<file path="config.mk">
export PLATFORM = sky130hd
export DESIGN_NAME = mem_arbiter
export DESIGN_NICKNAME = d
export VERILOG_FILES = /design/src/rtl/mem_arbiter.sv
export SDC_FILE = /design/constraint.sdc
export NUM_CORES = 1
export LEC_CHECK = 0
export ABC_AREA = 1
export CORE_AREA = 2 2 209 211
export CTS_CLUSTER_DIAMETER = 150
export CTS_CLUSTER_SIZE = 25
export DETAILED_ROUTE_END_ITERATION = 8
export DIE_AREA = 0 0 211 213
export HOLD_SLACK_MARGIN = 0.15
export MAX_ROUTING_LAYER = met4
export PLACE_DENSITY = 0.59
export SLEW_MARGIN = 20
export SYNTH_ARGS = -nofsm -noshare
export SYNTH_HDL_FRONTEND = slang
export SYNTH_SLANG_ARGS = --single-unit
</file>
<file path="constraint.sdc">
create_clock -name clk -period 1.4 [get_ports clk]
set_clock_uncertainty 0.1 [all_clocks]
set_input_delay 0.28 -clock clk [delete_from_list [all_inputs] [get_ports clk]]
set_output_delay 0.28 -clock clk [all_outputs]
set_load 0.005 [all_outputs]
</file>
<file path="src/rtl/mem_arbiter.sv">
// Two-to-one memory bus arbiter: fetch vs load/store, one outstanding access.
// Build option ARB_RR_EN selects round-robin; otherwise load/store has fixed priority.
module mem_arbiter #(
  parameter int ADDR_W = 64,
  parameter int DATA_W = 64
) (
  input  logic              clk,
  input  logic              rst,
  input  logic              if_valid,
  input  logic [ADDR_W-1:0] if_addr,
  input  logic [1:0]        if_size,
  output logic              if_ready,
  output logic [1:0]        if_resp,
  output logic [DATA_W-1:0] if_data_read,
  input  logic              mem_valid,
  input  logic [1:0]        mem_req,
  input  logic [ADDR_W-1:0] mem_addr,
  input  logic [DATA_W-1:0] mem_data_write,
  input  logic [1:0]        mem_size,
  output logic              mem_ready,
  output logic [1:0]        mem_resp,
  output logic [DATA_W-1:0] mem_data_read,
  output logic              out_valid,
  output logic [1:0]        out_req,
  output logic [ADDR_W-1:0] out_addr,
  output logic [DATA_W-1:0] out_wdata,
  output logic [1:0]        out_size,
  input  logic              out_ready,
  input  logic [DATA_W-1:0] out_rdata,
  input  logic [1:0]        out_resp
);

  localparam logic [1:0] IDLE = 2'd0;
  localparam logic [1:0] REQ  = 2'd1;
  localparam logic [1:0] RESP = 2'd2;

  logic [1:0] state;
  logic       owner;
  logic       last_grant;
  logic       grant_mem;

`ifdef ARB_RR_EN
  // on contention the side that did not win last time goes first
  always_comb begin
    grant_mem = mem_valid && (!if_valid || !last_grant);
  end
`else
  // load/store is the older instruction, so it always wins
  logic unused_last_grant;
  assign unused_last_grant = last_grant;
  always_comb begin
    grant_mem = mem_valid;
  end
`endif

  always_ff @(posedge clk) begin
    if (!rst) begin
      state         <= IDLE;
      owner         <= 1'b0;
      last_grant    <= 1'b0;
      out_valid     <= 1'b0;
      out_req       <= 2'b00;
      out_addr      <= '0;
      out_wdata     <= '0;
      out_size      <= 2'b00;
      if_ready      <= 1'b0;
      if_resp       <= 2'b00;
      if_data_read  <= '0;
      mem_ready     <= 1'b0;
      mem_resp      <= 2'b00;
      mem_data_read <= '0;
    end else begin
      if_ready  <= 1'b0;
      mem_ready <= 1'b0;
      case (state)
        IDLE: begin
          if (if_valid || mem_valid) begin
            owner      <= grant_mem;
            last_grant <= grant_mem;
            out_valid  <= 1'b1;
            out_req    <= (grant_mem && mem_req == 2'b01) ? 2'b01 : 2'b00;
            out_addr   <= grant_mem ? mem_addr : if_addr;
            out_wdata  <= grant_mem ? mem_data_write : '0;
            out_size   <= grant_mem ? mem_size : if_size;
            state      <= REQ;
          end
        end
        REQ: begin
          if (out_ready) begin
            out_valid <= 1'b0;
            state     <= RESP;
            if (owner) begin
              mem_ready     <= 1'b1;
              mem_resp      <= out_resp;
              mem_data_read <= out_rdata;
            end else begin
              if_ready      <= 1'b1;
              if_resp       <= out_resp;
              if_data_read  <= out_rdata;
            end
          end
        end
        // ready pulse cycle: no grant, so a still-high valid is not re-granted
        RESP: state <= IDLE;
        default: state <= IDLE;
      endcase
    end
  end

endmodule

</file>
==> results.md, run 1 <==
- Routability cong.: slightly below 0.9
- Clock period minus worst slack: 1470 ps
- ANT nets after route: 0
- Die area: 44900 sq um
- Pleak: around 0.0089 uW
- Drt first-iter violations: 802
- Placed insts: 2759
- Share of cells above drive strength 1: 32.6%
- Count of cell types in the netlist: 15
- Root buf cell: clkbuf_16
- Crit Path Max Fanout: 5
- Total clock sinks: 269
- Layout area overhead: 64.4%
- Vias in the first global route: around 12000
- Drt pass-1 iters: 5
- Period utilization: 105%
- Drc violations: 0
- Ys Warns: 0
- Commonest non-fill, non-tap cell in the layout: nand2_1
- RSZ-0062 raised after global routing: true
- Status: finished, violations left
- Wire per inst: 16.5 um
- Largest net degree at the start of global routing: 67
- Mapped cell area: approximately 11000 sq um
- Slowest stage cell, crit path: dfxtp_2
- Most frequent cells in the layout: nand2_1, nor2_1, clkdlybuf4s50_1
- Vias per std cell: between 4 and 5
- CTS tree: built
- First-pass GRT wire length: 63800 um
- Critical-path cell list: buf_6, inv_2, nand2_2, nor2_4, buf_12, clkbuf_16, buf_6, nor2_1, nor2_1
- Syn avg cell area: 6.50 sq um
- Final total power: 17800 uW
- Clock transition at the registers of the reported paths: 100 ps
- Maxcap violations: 0
- Synthesized flop and latch total: 269
- IR Drop Worst-Case VDD: 0.881 mV
- PortBufs: 534
- Starting Density: 26.4%
- Element type at the critical path end: register
- Failing checks: setup timing
- Final worst setup slack: -71.8 ps
- WL final: 46600 um
- Initial antenna violation count: 0
- Critical Path RT: 1740 ps
- Core area: approximately 43000 sq um
- Fmax achieved: 679 MHz
- Vias: 12600
- Core Util, Final: 43.3%
- Final setup fails: 36
- Endpoints failing hold: 0
- Hold WC Path Type: in -> reg
- Pwr Density: 963 nW/um^2
- Placed cell area: 17500 sq um
- CP Class: reg -> reg
- Die Ht: 213 um
- Row count: 76
- CP arrival: approximately 1800 ps
- H-tree depth: 1
- # nets final: 2553
- Synth Instances: 1732
- Final HPWL DP: 32900 um
- CTS Buffer Depth: 3
- Slew Limit Fails: 0
- GRT Total Usage: 18.5%
- IO Count: 536
- Die Wd: 211 um
- Critical Path Source Type: register
- Clock latency on the worst-skew pair: 500 ps
- Non-Filler Instances: 2830
- Num CTS Buffers: 14
- Grt ovf: 0
- Fin area: 18500 sq um
- Fraction of the yosys area taken by sequential cells: 47.8%
- N_diodes: 0
- Post-Syn Nets: between 2000 and 2500
- Slowest Stage Delay on Critical Path: 340 ps
[cell families after synthesis]
logic type / count (synthesis) / share of synthesized area, %
flip-flops: 269 / 47.8
buffers and inverters: 256 / 9.65
AND/OR/NAND/NOR: 1138 / 39.5
AO/OA/AOI/OAI: 68 / 3.02
other: 1 / 0.0333
[per-layer routing]
| layer | vias up | global-route usage [%] | share of wire, % |
|---|---|---|---|
| met2 | 493 | 32.7 | 49 |
| met5 | - | - | 0 |
| met3 | 79 | 4.65 | 7.8 |
| met4 | 0 | 6.00 | 3.7 |
| li1 | 6274 | - | - |
| met1 | 5708 | 20.4 | 40 |
[through the flow]
step	TNS [ps]	setup WS (ps)	hold WS [ps]
after detailed placement	-80950	-434	352
after global routing	-13050	-114	211
after floorplan	0	149	329
after CTS	-297	-22.0	188
final	-1030	-71.8	220
after global placement	-75750	-403	347
[cell type report]
type                    instances  area, sq um
clock buffers                  15          375
clock inverters                 1         8.76
fillers                      4391        24200
inverters                     140          533
multi-input cells            1207         5080
flip-flops and latches        269         5740
well taps                     546          683
repair buffers                652         6090
[worst paths after layout]
kind	slack, ps	from	cells after the start	end
min reg2reg	360	out_wdata[3]$_SDFFE_PN0P_	2	out_wdata[3]$_SDFFE_PN0P_
max	-70	owner$_SDFFE_PN0P_	9	if_data_read[19]$_SDFFE_PN0P_
min	220	mem_valid	4	out_wdata[46]$_SDFFE_PN0P_
max reg2reg	-70	owner$_SDFFE_PN0P_	9	if_data_read[19]$_SDFFE_PN0P_
[cells in the mapped netlist (all sizes together)]
cell type  instances  share of area [%]
buf               92                4.2
nand2            602                 20
nor3               2              0.089
a21oi             68                3.0
clkbuf            24               0.80
nand3            132                5.9
inv              140                4.7
conb               1              0.033
nor2             402                 13
dfxtp            269                 48
[state kept, by name, indices dropped and copies added, names as in the netlist]
name and cells:
if_data_read 64, mem_data_read 64, out_addr 64, out_wdata 64
if_resp 2, mem_resp 2, out_size 2, state 2
if_ready 1, mem_ready 1, out_req 1, out_valid 1
owner 1
[power by group]
part	leakage [uW]	switching, uW	internal (uW)	total (uW)
registers	0.00231	299	8270	8570
clock network	0.000189	2620	1940	4560
logic	0.00642	2280	2420	4700
[critical path: cells and delay by family, from the launching register on]
family / cells / cell delay, ps
DFF: 1 / 340
buffers and inverters: 5 / 590
and+or+nand+nor: 4 / 380
[timing repair]
item,in CTS,in global routing
gates cloned,0,30
pin swaps,1,38
endpoints found under the setup margin,351,257
endpoints found under the hold margin,55,0
hold buffers,1,0
setup buffers,12,13
resized for setup,1356,160
Power figures use the tool's default switching activity.
==> run 2, diff against run 1 <==
--- a/config.mk
+++ b/config.mk
@@ -6,6 +6,7 @@
 export NUM_CORES = 1
 export LEC_CHECK = 0
 export ABC_AREA = 1
+export ABC_CLOCK_PERIOD_IN_PS = 1400
 export CORE_AREA = 2 2 209 211
 export CTS_CLUSTER_DIAMETER = 150
 export CTS_CLUSTER_SIZE = 25
==> results of run 2 <==
Final layout, timing and power as in run 1 (identical DEF).
